### src/rtl/taxi_axil_wr_reg_slice_if.sv
// AXI4-Lite write-path interface (AW, W, B) with slave and master modports.
interface taxi_axil_wr_if #(
    parameter int unsigned DATA_W    = 32,
    parameter int unsigned ADDR_W    = 32,
    parameter int unsigned STRB_W    = DATA_W / 8,
    parameter bit          AWUSER_EN = 1'b0,
    parameter int unsigned AWUSER_W  = 1,
    parameter bit          WUSER_EN  = 1'b0,
    parameter int unsigned WUSER_W   = 1,
    parameter bit          BUSER_EN  = 1'b0,
    parameter int unsigned BUSER_W   = 1
) ();
    logic [ADDR_W-1:0]   awaddr;
    logic [2:0]          awprot;
    logic [AWUSER_W-1:0] awuser;
    logic                awvalid;
    logic                awready;
    logic [DATA_W-1:0]   wdata;
    logic [STRB_W-1:0]   wstrb;
    logic [WUSER_W-1:0]  wuser;
    logic                wvalid;
    logic                wready;
    logic [1:0]          bresp;
    logic [BUSER_W-1:0]  buser;
    logic                bvalid;
    logic                bready;

    modport wr_slv (
        input  awaddr, awprot, awuser, awvalid,
        output awready,
        input  wdata, wstrb, wuser, wvalid,
        output wready,
        output bresp, buser, bvalid,
        input  bready
    );

    modport wr_mst (
        output awaddr, awprot, awuser, awvalid,
        input  awready,
        output wdata, wstrb, wuser, wvalid,
        input  wready,
        input  bresp, buser, bvalid,
        output bready
    );
endinterface

### src/rtl/taxi_axil_wr_reg_slice.sv
// AXI4-Lite write-path register slice: AW, W and B each independently bypassed,
// registered, or skid-buffered.

module taxi_axil_wr_reg_slice_ch #(
    parameter int unsigned REG_TYPE = 2,
    parameter int unsigned W        = 1
) (
    input  logic         clk,
    input  logic         rst_n,
    input  logic [W-1:0] in_data,
    input  logic         in_valid,
    output logic         in_ready,
    output logic [W-1:0] out_data,
    output logic         out_valid,
    input  logic         out_ready
);
    if (REG_TYPE == 0) begin : g_bypass
        logic unused_clk_rst;
        assign unused_clk_rst = clk ^ rst_n;
        assign out_data  = in_data;
        assign out_valid = in_valid;
        assign in_ready  = out_ready;
    end else if (REG_TYPE == 1) begin : g_simple
        logic [W-1:0] out_data_q, out_data_d;
        logic         out_valid_q, out_valid_d;
        logic         in_ready_q, in_ready_d;

        // Single stage: accept only into an empty output register.
        always_comb begin
            out_data_d  = out_data_q;
            out_valid_d = out_valid_q;
            if (out_ready) begin
                out_valid_d = 1'b0;
            end
            if (in_valid && in_ready_q) begin
                out_valid_d = 1'b1;
                out_data_d  = in_data;
            end
            in_ready_d = !out_valid_d;
        end

        always_ff @(posedge clk or negedge rst_n) begin
            if (!rst_n) begin
                out_data_q  <= '0;
                out_valid_q <= 1'b0;
                in_ready_q  <= 1'b0;
            end else begin
                out_data_q  <= out_data_d;
                out_valid_q <= out_valid_d;
                in_ready_q  <= in_ready_d;
            end
        end

        assign out_data  = out_data_q;
        assign out_valid = out_valid_q;
        assign in_ready  = in_ready_q;
    end else begin : g_skid
        logic [W-1:0] out_data_q, out_data_d;
        logic [W-1:0] tmp_data_q, tmp_data_d;
        logic         out_valid_q, out_valid_d;
        logic         tmp_valid_q, tmp_valid_d;
        logic         in_ready_q, in_ready_d;

        // in_ready_q high implies temp is empty; a stalled output diverts the beat to temp.
        always_comb begin
            out_data_d  = out_data_q;
            out_valid_d = out_valid_q;
            tmp_data_d  = tmp_data_q;
            tmp_valid_d = tmp_valid_q;
            if (in_ready_q) begin
                if (out_ready || !out_valid_q) begin
                    out_valid_d = in_valid;
                    if (in_valid) begin
                        out_data_d = in_data;
                    end
                end else if (in_valid) begin
                    tmp_valid_d = 1'b1;
                    tmp_data_d  = in_data;
                end
            end else if (out_ready && tmp_valid_q) begin
                out_valid_d = 1'b1;
                out_data_d  = tmp_data_q;
                tmp_valid_d = 1'b0;
            end
            in_ready_d = !tmp_valid_d;
        end

        always_ff @(posedge clk or negedge rst_n) begin
            if (!rst_n) begin
                out_data_q  <= '0;
                out_valid_q <= 1'b0;
                tmp_data_q  <= '0;
                tmp_valid_q <= 1'b0;
                in_ready_q  <= 1'b0;
            end else begin
                out_data_q  <= out_data_d;
                out_valid_q <= out_valid_d;
                tmp_data_q  <= tmp_data_d;
                tmp_valid_q <= tmp_valid_d;
                in_ready_q  <= in_ready_d;
            end
        end

        assign out_data  = out_data_q;
        assign out_valid = out_valid_q;
        assign in_ready  = in_ready_q;
    end
endmodule

module taxi_axil_wr_reg_slice #(
    parameter int unsigned AW_REG_TYPE = 2,
    parameter int unsigned W_REG_TYPE  = 2,
    parameter int unsigned B_REG_TYPE  = 1
) (
    input  logic           clk,
    input  logic           rst_n,
    taxi_axil_wr_if.wr_slv s_axil_wr,
    taxi_axil_wr_if.wr_mst m_axil_wr
);
    localparam int unsigned DATA_W   = s_axil_wr.DATA_W;
    localparam int unsigned ADDR_W   = s_axil_wr.ADDR_W;
    localparam int unsigned STRB_W   = s_axil_wr.STRB_W;
    localparam int unsigned AWUSER_W = s_axil_wr.AWUSER_W;
    localparam int unsigned WUSER_W  = s_axil_wr.WUSER_W;
    localparam int unsigned BUSER_W  = s_axil_wr.BUSER_W;
    localparam bit AWUSER_EN = s_axil_wr.AWUSER_EN && m_axil_wr.AWUSER_EN;
    localparam bit WUSER_EN  = s_axil_wr.WUSER_EN && m_axil_wr.WUSER_EN;
    localparam bit BUSER_EN  = s_axil_wr.BUSER_EN && m_axil_wr.BUSER_EN;

    localparam int unsigned AW_PL_W = ADDR_W + 3 + AWUSER_W;
    localparam int unsigned W_PL_W  = DATA_W + STRB_W + WUSER_W;
    localparam int unsigned B_PL_W  = 2 + BUSER_W;

    if (m_axil_wr.DATA_W != DATA_W || m_axil_wr.ADDR_W != ADDR_W ||
        m_axil_wr.STRB_W != STRB_W || m_axil_wr.AWUSER_W != AWUSER_W ||
        m_axil_wr.WUSER_W != WUSER_W || m_axil_wr.BUSER_W != BUSER_W) begin : g_width_chk
        $fatal(0, "taxi_axil_wr_reg_slice: s_axil_wr and m_axil_wr widths differ");
    end

    logic [AW_PL_W-1:0]  aw_in_c, aw_out_c;
    logic [W_PL_W-1:0]   w_in_c, w_out_c;
    logic [B_PL_W-1:0]   b_in_c, b_out_c;
    logic [AWUSER_W-1:0] awuser_c;
    logic [WUSER_W-1:0]  wuser_c;
    logic [BUSER_W-1:0]  buser_c;

    // User sidebands are zeroed unless both sides carry them.
    assign awuser_c = AWUSER_EN ? s_axil_wr.awuser : '0;
    assign wuser_c  = WUSER_EN ? s_axil_wr.wuser : '0;
    assign buser_c  = BUSER_EN ? m_axil_wr.buser : '0;

    assign aw_in_c = {s_axil_wr.awaddr, s_axil_wr.awprot, awuser_c};
    assign w_in_c  = {s_axil_wr.wdata, s_axil_wr.wstrb, wuser_c};
    assign b_in_c  = {m_axil_wr.bresp, buser_c};

    assign {m_axil_wr.awaddr, m_axil_wr.awprot, m_axil_wr.awuser} = aw_out_c;
    assign {m_axil_wr.wdata, m_axil_wr.wstrb, m_axil_wr.wuser}    = w_out_c;
    assign {s_axil_wr.bresp, s_axil_wr.buser}                     = b_out_c;

    taxi_axil_wr_reg_slice_ch #(.REG_TYPE(AW_REG_TYPE), .W(AW_PL_W)) u_aw (
        .clk       (clk),
        .rst_n     (rst_n),
        .in_data   (aw_in_c),
        .in_valid  (s_axil_wr.awvalid),
        .in_ready  (s_axil_wr.awready),
        .out_data  (aw_out_c),
        .out_valid (m_axil_wr.awvalid),
        .out_ready (m_axil_wr.awready)
    );

    taxi_axil_wr_reg_slice_ch #(.REG_TYPE(W_REG_TYPE), .W(W_PL_W)) u_w (
        .clk       (clk),
        .rst_n     (rst_n),
        .in_data   (w_in_c),
        .in_valid  (s_axil_wr.wvalid),
        .in_ready  (s_axil_wr.wready),
        .out_data  (w_out_c),
        .out_valid (m_axil_wr.wvalid),
        .out_ready (m_axil_wr.wready)
    );

    // Response channel runs upstream: m side is the input.
    taxi_axil_wr_reg_slice_ch #(.REG_TYPE(B_REG_TYPE), .W(B_PL_W)) u_b (
        .clk       (clk),
        .rst_n     (rst_n),
        .in_data   (b_in_c),
        .in_valid  (m_axil_wr.bvalid),
        .in_ready  (m_axil_wr.bready),
        .out_data  (b_out_c),
        .out_valid (s_axil_wr.bvalid),
        .out_ready (s_axil_wr.bready)
    );
endmodule

### src/flat_wrapper.sv
// flat-port wrapper written by rule: the top's interface ports become plain ports
module taxi_axil_wr_reg_slice_flat 
#(
    parameter int unsigned AW_REG_TYPE = 2,
    parameter int unsigned W_REG_TYPE  = 2,
    parameter int unsigned B_REG_TYPE  = 1
)
  (clk, rst_n, s_axil_wr_awaddr, s_axil_wr_awprot, s_axil_wr_awuser, s_axil_wr_awvalid, s_axil_wr_awready, s_axil_wr_wdata, s_axil_wr_wstrb, s_axil_wr_wuser, s_axil_wr_wvalid, s_axil_wr_wready, s_axil_wr_bresp, s_axil_wr_buser, s_axil_wr_bvalid, s_axil_wr_bready, m_axil_wr_awaddr, m_axil_wr_awprot, m_axil_wr_awuser, m_axil_wr_awvalid, m_axil_wr_awready, m_axil_wr_wdata, m_axil_wr_wstrb, m_axil_wr_wuser, m_axil_wr_wvalid, m_axil_wr_wready, m_axil_wr_bresp, m_axil_wr_buser, m_axil_wr_bvalid, m_axil_wr_bready);
  taxi_axil_wr_if #(.DATA_W(32), .ADDR_W(32)) s_axil_wr_i ();
  taxi_axil_wr_if #(.DATA_W(32), .ADDR_W(32)) m_axil_wr_i ();
  input  logic clk;
  input  logic rst_n;
  input wire logic [$bits(s_axil_wr_i.awaddr)-1:0] s_axil_wr_awaddr;
  input wire logic [$bits(s_axil_wr_i.awprot)-1:0] s_axil_wr_awprot;
  input wire logic [$bits(s_axil_wr_i.awuser)-1:0] s_axil_wr_awuser;
  input wire logic [$bits(s_axil_wr_i.awvalid)-1:0] s_axil_wr_awvalid;
  output wire logic [$bits(s_axil_wr_i.awready)-1:0] s_axil_wr_awready;
  input wire logic [$bits(s_axil_wr_i.wdata)-1:0] s_axil_wr_wdata;
  input wire logic [$bits(s_axil_wr_i.wstrb)-1:0] s_axil_wr_wstrb;
  input wire logic [$bits(s_axil_wr_i.wuser)-1:0] s_axil_wr_wuser;
  input wire logic [$bits(s_axil_wr_i.wvalid)-1:0] s_axil_wr_wvalid;
  output wire logic [$bits(s_axil_wr_i.wready)-1:0] s_axil_wr_wready;
  output wire logic [$bits(s_axil_wr_i.bresp)-1:0] s_axil_wr_bresp;
  output wire logic [$bits(s_axil_wr_i.buser)-1:0] s_axil_wr_buser;
  output wire logic [$bits(s_axil_wr_i.bvalid)-1:0] s_axil_wr_bvalid;
  input wire logic [$bits(s_axil_wr_i.bready)-1:0] s_axil_wr_bready;
  output wire logic [$bits(m_axil_wr_i.awaddr)-1:0] m_axil_wr_awaddr;
  output wire logic [$bits(m_axil_wr_i.awprot)-1:0] m_axil_wr_awprot;
  output wire logic [$bits(m_axil_wr_i.awuser)-1:0] m_axil_wr_awuser;
  output wire logic [$bits(m_axil_wr_i.awvalid)-1:0] m_axil_wr_awvalid;
  input wire logic [$bits(m_axil_wr_i.awready)-1:0] m_axil_wr_awready;
  output wire logic [$bits(m_axil_wr_i.wdata)-1:0] m_axil_wr_wdata;
  output wire logic [$bits(m_axil_wr_i.wstrb)-1:0] m_axil_wr_wstrb;
  output wire logic [$bits(m_axil_wr_i.wuser)-1:0] m_axil_wr_wuser;
  output wire logic [$bits(m_axil_wr_i.wvalid)-1:0] m_axil_wr_wvalid;
  input wire logic [$bits(m_axil_wr_i.wready)-1:0] m_axil_wr_wready;
  input wire logic [$bits(m_axil_wr_i.bresp)-1:0] m_axil_wr_bresp;
  input wire logic [$bits(m_axil_wr_i.buser)-1:0] m_axil_wr_buser;
  input wire logic [$bits(m_axil_wr_i.bvalid)-1:0] m_axil_wr_bvalid;
  output wire logic [$bits(m_axil_wr_i.bready)-1:0] m_axil_wr_bready;
  assign s_axil_wr_i.awaddr = s_axil_wr_awaddr;
  assign s_axil_wr_i.awprot = s_axil_wr_awprot;
  assign s_axil_wr_i.awuser = s_axil_wr_awuser;
  assign s_axil_wr_i.awvalid = s_axil_wr_awvalid;
  assign s_axil_wr_awready = s_axil_wr_i.awready;
  assign s_axil_wr_i.wdata = s_axil_wr_wdata;
  assign s_axil_wr_i.wstrb = s_axil_wr_wstrb;
  assign s_axil_wr_i.wuser = s_axil_wr_wuser;
  assign s_axil_wr_i.wvalid = s_axil_wr_wvalid;
  assign s_axil_wr_wready = s_axil_wr_i.wready;
  assign s_axil_wr_bresp = s_axil_wr_i.bresp;
  assign s_axil_wr_buser = s_axil_wr_i.buser;
  assign s_axil_wr_bvalid = s_axil_wr_i.bvalid;
  assign s_axil_wr_i.bready = s_axil_wr_bready;
  assign m_axil_wr_awaddr = m_axil_wr_i.awaddr;
  assign m_axil_wr_awprot = m_axil_wr_i.awprot;
  assign m_axil_wr_awuser = m_axil_wr_i.awuser;
  assign m_axil_wr_awvalid = m_axil_wr_i.awvalid;
  assign m_axil_wr_i.awready = m_axil_wr_awready;
  assign m_axil_wr_wdata = m_axil_wr_i.wdata;
  assign m_axil_wr_wstrb = m_axil_wr_i.wstrb;
  assign m_axil_wr_wuser = m_axil_wr_i.wuser;
  assign m_axil_wr_wvalid = m_axil_wr_i.wvalid;
  assign m_axil_wr_i.wready = m_axil_wr_wready;
  assign m_axil_wr_i.bresp = m_axil_wr_bresp;
  assign m_axil_wr_i.buser = m_axil_wr_buser;
  assign m_axil_wr_i.bvalid = m_axil_wr_bvalid;
  assign m_axil_wr_bready = m_axil_wr_i.bready;
  taxi_axil_wr_reg_slice #(.AW_REG_TYPE(AW_REG_TYPE), .W_REG_TYPE(W_REG_TYPE), .B_REG_TYPE(B_REG_TYPE)) u_core (.clk(clk), .rst_n(rst_n), .s_axil_wr(s_axil_wr_i), .m_axil_wr(m_axil_wr_i));
endmodule
### config.mk
export PLATFORM = sky130hd
export DESIGN_NAME = taxi_axil_wr_reg_slice_flat
export DESIGN_NICKNAME = d
export VERILOG_FILES = /design/src/rtl/taxi_axil_wr_reg_slice_if.sv /design/src/rtl/taxi_axil_wr_reg_slice.sv /design/src/flat_wrapper.sv
export SDC_FILE = /design/constraint.sdc
export NUM_CORES = 1
export LEC_CHECK = 0
export BUFFER_PORTS_ARGS = -buffer_cell sky130_fd_sc_hd__clkbuf_2
export CAP_MARGIN = 20
export CORE_ASPECT_RATIO = 0.7
export CORE_MARGIN = 2
export CORE_UTILIZATION = 35
export DETAILED_ROUTE_END_ITERATION = 7
export PLACE_DENSITY = 0.67
export RECOVER_POWER = 25
export SYNTH_ARGS = -nofsm -noshare
export SYNTH_HDL_FRONTEND = slang
export SYNTH_SLANG_ARGS = --single-unit
### constraint.sdc
create_clock -name clk -period 1.7 [get_ports clk]
set_input_delay 0.085 -clock clk [delete_from_list [all_inputs] [get_ports clk]]
set_output_delay 0.085 -clock clk [all_outputs]
set_load 0.01 [all_outputs]
==> results of run 1 <==
==> cell families (layout without fill, tap and decap cells) <==
family / count (synthesis) / count (layout) / synth area share, %
buf+inv: 30 / 288 / 3.92
mux: 215 / 215 / 37.9
compound gates: 11 / 11 / 1.28
other cells: 1 / 3 / 0.0547
flops: 152 / 152 / 55.5
simple gates: 13 / 13 / 1.37
==> power by group through the flow <==
stage	sequential (W)	clock, W	combinational (W)
final	0.00650	0.00411	0.00678
after global routing	0.00674	0.00437	0.00734
after CTS	0.00651	0.00423	0.00690
after detailed placement	0.00654	0	0.00673
after floorplan	0.00669	0	0.00458
after global placement	0.00639	0	0.00646
==> timing repair <==
item / CTS / global route
setup endpoints to repair: 0 / 0
hold buffers: 78 / 0
endpoints found under the hold margin: 120 / 0
==> worst max-delay path, cell delays in order, from the launching register on <==
cell,delay (ns)
dfrtp_2,0.51
buf_4,0.33
mux2_2,0.38
mux2_2,0.27
==> state kept, by name, indices dropped and copies added, names as in the netlist, 2 cells and up, named ones only <==
register	cells
u_core.u_w.g_skid.tmp_data_q	36
u_core.u_aw.out_data	35
u_core.u_w.out_data	36
u_core.u_b.out_data	2
u_core.u_aw.g_skid.tmp_data_q	35
==> stage by stage <==
stage               cells  hold WS [ns]  utilization, %  setup slack (ns)  total power, W
CTS                   946        0.0106            49.1            0.0713          0.0176
detailed placement    836        0.0603            41.7            0.0863          0.0133
global placement      836        0.0493            41.7             0.146          0.0129
global route          946        0.0414            49.0            0.0166          0.0185
floorplan             424        -0.211               -             0.152          0.0113
finish                946        0.0463            49.0            0.0920          0.0174
==> metal layers <==
layer	share of wire (%)	global-route usage, %
met5	0	0
met4	1.6	5.61
met3	3.1	3.42
met2	51	26.3
met1	45	18.5
==> synthesized netlist by cell type (all sizes together) <==
master | count | area share (%)
buf | 26 | 3.7
o21ai | 4 | 0.29
o21a | 1 | 0.11
nor2b | 2 | 0.40
and2 | 2 | 0.18
conb | 1 | 0.055
nand2 | 7 | 0.46
inv | 4 | 0.22
dfrtp | 152 | 55
nand3 | 2 | 0.33
a21oi | 4 | 0.29
mux2 | 215 | 38
o22ai | 2 | 0.58
==> placed cells by master, fill, tap and decap left out, types with 2 or more instances in the layout <==
cell	instances
a21oi_1	4
and2_1	2
buf_12	6
buf_4	7
bufinv_16	5
clkbuf_1	3
clkbuf_16	17
clkbuf_2	159
clkinv_2	3
clkinv_4	2
conb_1	3
dfrtp_1	150
dfrtp_2	2
dlygate4sd3_1	78
inv_1	4
mux2_1	13
mux2_2	154
mux2_4	48
nand2_1	5
nand2_2	2
nor2b_4	2
o21ai_0	4
o22ai_4	2
==> final cells by class <==
cell class                      count  area (um2)
Clock inverter                     12         199
Inverter                            4        15.0
Timing Repair Buffer              252        1770
Tap cell                          264         330
Sequential cell                   152        3810
Clock buffer                       20         437
Multi-Input combinational cell    242        2800
Fill cell                        1658        9720
==> how the worst max path moves through the flow <==
| stage | startpoint | cells past startpoint | to |
|---|---|---|---|
| floorplan | u_core.u_w.in_ready$_DFF_PN0_ | 5 | u_core.u_w.out_data[10]$_DFFE_PN0P_ |
| global placement | u_core.u_w.in_ready$_DFF_PN0_ | 4 | u_core.u_w.out_data[1]$_DFFE_PN0P_ |
| detailed placement | u_core.u_w.in_ready$_DFF_PN0_ | 3 | u_core.u_w.out_data[36]$_DFFE_PN0P_ |
| CTS | u_core.u_w.in_ready$_DFF_PN0_ | 3 | u_core.u_w.out_data[36]$_DFFE_PN0P_ |
| global route | rst_n | 3 | u_core.u_w.g_skid.tmp_data_q[19]$_DFFE_PN0P_ |
| finish | u_core.u_w.in_ready$_DFF_PN0_ | 3 | u_core.u_w.out_data[36]$_DFFE_PN0P_ |
==> Implementation_results.wiki, run 1 <==
{| class="wikitable"
! Metric !! Value
|-
| Worst reg2reg path startpoint || u_core.u_w.in_ready$_DFF_PN0_
|-
| Final period utilization || a little over nine tenths
|-
| Standard cell area after detailed placement || 7950 um2
|-
| Wire length of the first global-routing pass || about 25000 um
|-
| Category of the most critical setup path || reg2reg
|-
| Via count of the first global-routing pass || just under 5k
|-
| Type of element capturing the critical path || register
|-
| Cell Area, Synth || 6860 um2
|-
| Max-cap violations || 0
|-
| Site row count || 42
|-
| Overall Global Routing Usage || 15.2%
|-
| Hold Path Origin || m_axil_wr_awready
|-
| Relative contribution of the clock network to total power || roughly a quarter
|-
| Cell Pwr Density || 1860 nW/um2
|-
| Class of the tightest hold or removal check || in2reg
|-
| Peak fanout along the critical path || 18
|-
| Number of cells on the worst reg-to-reg path || 3
|-
| Vert. Die Dim || 121 um
|-
| H-tree level count || 4
|-
| Starting density of the core || a little over a third
|-
| Final critical delay including setup and external delays || 1.61 ns
|-
| Static Leak || 4.39 nW
|-
| Die X-Extent || 171 um
|-
| Pin count of the biggest net entering global routing || 48
|-
| Reported net switching power || ~0.0052 W
|-
| Sequential area share after synthesis || 55.5%
|-
| Yosys reg bits || between 150 and 200
|-
| DRC violations left || 0
|-
| Register clock-pin slew on the reported worst setup and hold paths || 0.06 ns
|-
| Initial detailed-routing violation count || 88
|-
| Total Routed Length || 14900 um
|-
| Final worst clock skew || 0.00903 ns
|-
| Count of pins over their slew limit || 0
|-
| Post-route design area || 9360 um2
|-
| Internal reg-to-reg setup slack || ~0.09 ns
|-
| Reg power frac || 37.4%
|-
| Critical Path Start Type || register
|-
| Final nets || about 750
|-
| Buffers from clock root to sink, at most || 2
|-
| Number of antenna repair diodes || 0
|-
| Avg WL per Cell || 15.7 um
|-
| Setup repair after global routing missed its margin || no
|-
| Count of cells resized by post-cts repair || 0
|-
| Critical path data arrival time || approximately 1.9 ns
|-
| Final weighted congestion in routability-driven placement || 0.809
|-
| Total clock buffers created by CTS || 17
|-
| Insertion delay to the later sink of the worst-skew pair || approximately 0.41 ns
|-
| Timing-limited maximum frequency || 0.622 GHz
|-
| Post-Synthesis Cells || around 420
|-
| Remaining number of nets flagged by the antenna check after routing || 0
|-
| Outcome || completed
|-
| Per-instance average area after synthesis || 16.3 um2
|-
| Number of top-level pins || 166
|-
| Remaining global-route overflow || 0
|-
| Worst vdd rail ir drop || ~0.76 mV
|-
| CTS root buffer || clkbuf_16
|-
| Core Region || 19100 um2
|-
| Vias after detailed routing || 4285
|-
| Post-DP HPWL || 9800 um
|-
| Worst reg2reg path endpoint || u_core.u_w.out_data[36]$_DFFE_PN0P_
|-
| Data required time of the critical path || 1.99 ns
|-
| Synth-to-Final Area Change || 36.4%
|-
| CTS tree || yes
|-
| Design internal power || 0.0122 W
|-
| Number of stages on the worst hold path || 3
|-
| Number of hold violations in the final report || 0
|-
| Floorplan die area || 20800 um2
|-
| Length of the first detailed-routing pass in iterations || 6
|-
| Yosys warning count || 0
|-
| Port Buffers || 159
|-
| Number of vias per cell after detailed routing || roughly 4.5
|-
| Number of clock sinks || 152
|-
| Switching Fraction || between 30 and 40%
|-
| Fraction of layout cells with a size suffix above 1 || 60.9%
|-
| Actual slew at the worst max-slew pin || 1.24 ns
|-
| Hold endpoint || u_core.u_aw.out_valid$_DFFE_PN0P_
|-
| Endpoints failing setup || 0
|-
| Number of distinct library cells after synthesis || 20
|-
| Rel. slew slack || approximately 17%
|-
| Initial antenna violation count || 0
|-
| Share of total power in combinational logic || 39.0%
|-
| Buffers inserted by post-CTS timing repair || 0
|-
| Final total negative setup slack || 0 ns
|}
No activity file was read; power rests on OpenSTA's default activity.
==> run 2: changes to the inputs <==
CELL_PAD_IN_SITES_DETAIL_PLACEMENT = 1   (was not set)
CELL_PAD_IN_SITES_GLOBAL_PLACEMENT = 1   (was not set)
PLACE_DENSITY = 0.77   (was 0.67)
==> run 2 against run 1 <==
  * Sequential share of layout area is 0.082 points higher
  * Global-route usage is 1.4 points higher
  * Design area is 0.20% lower
  * Largest cell class unchanged
  * Critical endpoint is now u_core.u_aw.out_data[14]$_DFFE_PN0P_
  * Final cell count is 0.11% lower
  * Sequential power is 0.6% higher
==> Implementation_results.wiki, run 2 (same netlist as run 1, synthesis figures left out) <==
{| class="wikitable"
! Metric !! Value
|-
| Initial detailed-routing violation count || roughly 130
|-
| Relative contribution of the clock network to total power || 21.9%
|-
| Rel. slew slack || 25.9%
|-
| Fraction of layout cells with a size suffix above 1 || 61.1%
|-
| Core Region || 19100 um2
|-
| Buffers inserted by post-CTS timing repair || 0
|-
| Final total negative setup slack || 0 ns
|-
| Number of hold violations in the final report || 0
|-
| Vias after detailed routing || ~4.4k
|-
| Cell Pwr Density || between 1500 and 2000 nW/um2
|-
| Remaining global-route overflow || 0
|-
| Highest-count cells in the layout ignoring fill and taps || clkbuf_2 (159), mux2_2 (154), dfrtp_1 (150)
|-
| Max-cap violations || 0
|-
| Port Buffers || 159
|-
| Post-DP HPWL || roughly 11000 um
|-
| CTS root buffer || clkbuf_16
|-
| Class of the tightest hold or removal check || in2reg
|-
| Number of top-level pins || 166
|-
| Length of the first detailed-routing pass in iterations || 4
|-
| Via count of the first global-routing pass || 5113
|-
| Setup repair after global routing missed its margin || no
|-
| Die X-Extent || roughly 170 um
|-
| Final critical delay including setup and external delays || 1.57 ns
|-
| Initial antenna violation count || 0
|-
| Reg power frac || 38.0%
|-
| Family of cells with the greatest summed delay on the critical path || flip-flops
|-
| Peak fanout along the critical path || 35
|-
| DRC violations left || 0
|-
| Final weighted congestion in routability-driven placement || 0.755
|-
| Site row count || 42
|-
| Reported net switching power || 0.00536 W
|-
| H-tree level count || 4
|-
| Timing-limited maximum frequency || 0.637 GHz
|-
| Placement-stage worst setup slack || 0.128 ns
|-
| Critical Path Start Type || register
|-
| Final period utilization || between 90% and 100%
|-
| Total clock buffers created by CTS || 17
|-
| Static Leak || about 4.4 nW
|-
| Total Routed Length || about 16000 um
|-
| Type of element capturing the critical path || register
|-
| Most frequent standard cell in the layout excluding fill and tap cells || clkbuf_2
|-
| Share of total power in combinational logic || 40.1%
|-
| Count of cells resized by post-cts repair || 0
|-
| Design internal power || about 0.012 W
|-
| Cell type of the slowest stage on the worst timing path || dfrtp_2
|-
| Remaining number of nets flagged by the antenna check after routing || 0
|-
| Worst vdd rail ir drop || 0.757 mV
|-
| Actual slew at the worst max-slew pin || between 1 and 1.5 ns
|-
| Number of clock sinks || about 150
|-
| Insertion delay to the later sink of the worst-skew pair || 0.41 ns
|-
| Buffers from clock root to sink, at most || 2
|-
| Number of antenna repair diodes || 0
|-
| Vert. Die Dim || 121 um
|-
| Final worst clock skew || ~0.0095 ns
|-
| Starting density of the core || 36.0%
|-
| Delay of the slowest cell on the worst path || 0.48 ns
|-
| Register clock-pin slew on the reported worst setup and hold paths || 0.06 ns
|-
| Synth-to-Final Area Change || 36.1%
|-
| Outcome || completed
|-
| Wire length of the first global-routing pass || 26600 um
|-
| CP Buf/Inv Count || 1
|-
| Post-route worst setup slack || about 0.13 ns
|-
| Category of the most critical setup path || reg2reg
|-
| Hold-fix buffers, CTS || 78
|-
| Count of pins over their slew limit || 0
|-
| CTS tree || yes
|-
| Floorplan die area || 20800 um2
|-
| Critical Path, Cell by Cell || nand2_1 > o22ai_4 > buf_12 > mux2_1
|-
| Endpoints failing setup || 0
|-
| Final nets || 752
|-
| Critical path data arrival time || roughly 1.9 ns
|-
| Number of vias per cell after detailed routing || about 4.6
|-
| Data required time of the critical path || 1.98 ns
|-
| Overall Global Routing Usage || 16.6%
|-
| Pin count of the biggest net entering global routing || 57
|-
| Avg WL per Cell || 17.1 um
|-
| Switching Fraction || 31.1%
|}
==> run 2: changes by cell type in the layout (fill, tap and decap cells not counted), sizes merged <==
| cell | change |
|---|---|
| buf | -2 |
| bufinv | -3 |
| clkinv | +1 |
| clkinvlp | +1 |
| inv | +2 |
==> run 2: layout make-up <==
cell class | instances | area (um2)
fill | 1926 | 9740
sequential | 152 | 3810
multi-input combinational | 242 | 2800
timing repair buffer | 251 | 1790
clock buffer | 19 | 453
tap | 264 | 330
clock inverter | 13 | 143
inverter | 4 | 15.0
==> run 2: final timing paths <==
path                            slack, ns  cells past startpoint                                 start                                            end
worst min-delay path                 0.06                      3                     m_axil_wr_awready              u_core.u_aw.out_valid$_DFFE_PN0P_
worst max register to register       0.13                      4        u_core.u_aw.in_ready$_DFF_PN0_           u_core.u_aw.out_data[14]$_DFFE_PN0P_
worst min register to register       0.48                      1  u_core.u_aw.out_data[18]$_DFFE_PN0P_           u_core.u_aw.out_data[18]$_DFFE_PN0P_
worst max-delay path                 0.13                      4        u_core.u_aw.in_ready$_DFF_PN0_           u_core.u_aw.out_data[14]$_DFFE_PN0P_
max in group asynchronous            0.39                      3                                 rst_n  u_core.u_aw.g_skid.tmp_data_q[18]$_DFFE_PN0P_
min in group asynchronous            0.43                      2                                 rst_n    u_core.u_w.g_skid.tmp_data_q[1]$_DFFE_PN0P_
==> run 2: power by group through the flow <==
stage               sequential, W  combinational (W)  clock, W
finish                    0.00654            0.00689   0.00377
detailed placement        0.00658            0.00684         0
CTS                       0.00654            0.00701   0.00392
global route              0.00677            0.00744   0.00408
floorplan                 0.00669            0.00458         0
global placement          0.00639            0.00654         0
==> run 2: worst register-to-register path: cells and delay by family, from the launching register on <==
kind	cells	cell delay (ns)
AOI/OAI and AO/OA	1	0.20
buffers and inverters	1	0.25
DFF	1	0.48
muxes	1	0.39
and+or+nand+nor	1	0.13
==> run 2: layer usage <==
| layer | routed length [um] | share of wire (%) | vias to the layer above | global-route usage [%] |
|---|---|---|---|---|
| met5 | 0 | 0 | - | 0 |
| met4 | 220 | 1.4 | 0 | 5.08 |
| met3 | 599 | 3.7 | 16 | 3.91 |
| met2 | 8520 | 53 | 99 | 30.0 |
| met1 | 6780 | 42 | 2260 | 19.6 |
| li1 | - | - | 1996 | - |
==> run 2: through the flow <==
| step | hold slack (ns) | cells | cell area [um2] | power, W | utilization, % |
|---|---|---|---|---|---|
| after detailed placement | 0.0336 | 835 | 7970 | 0.0134 | 41.8 |
| after global placement | 0.0279 | 835 | 7970 | 0.0129 | 41.8 |
| after floorplan | -0.211 | 424 | 6870 | 0.0113 | - |
| after CTS | 0.0354 | 945 | 9350 | 0.0175 | 49.0 |
| after global routing | 0.0690 | 945 | 9340 | 0.0183 | 48.9 |
| final | 0.0624 | 945 | 9340 | 0.0172 | 48.9 |
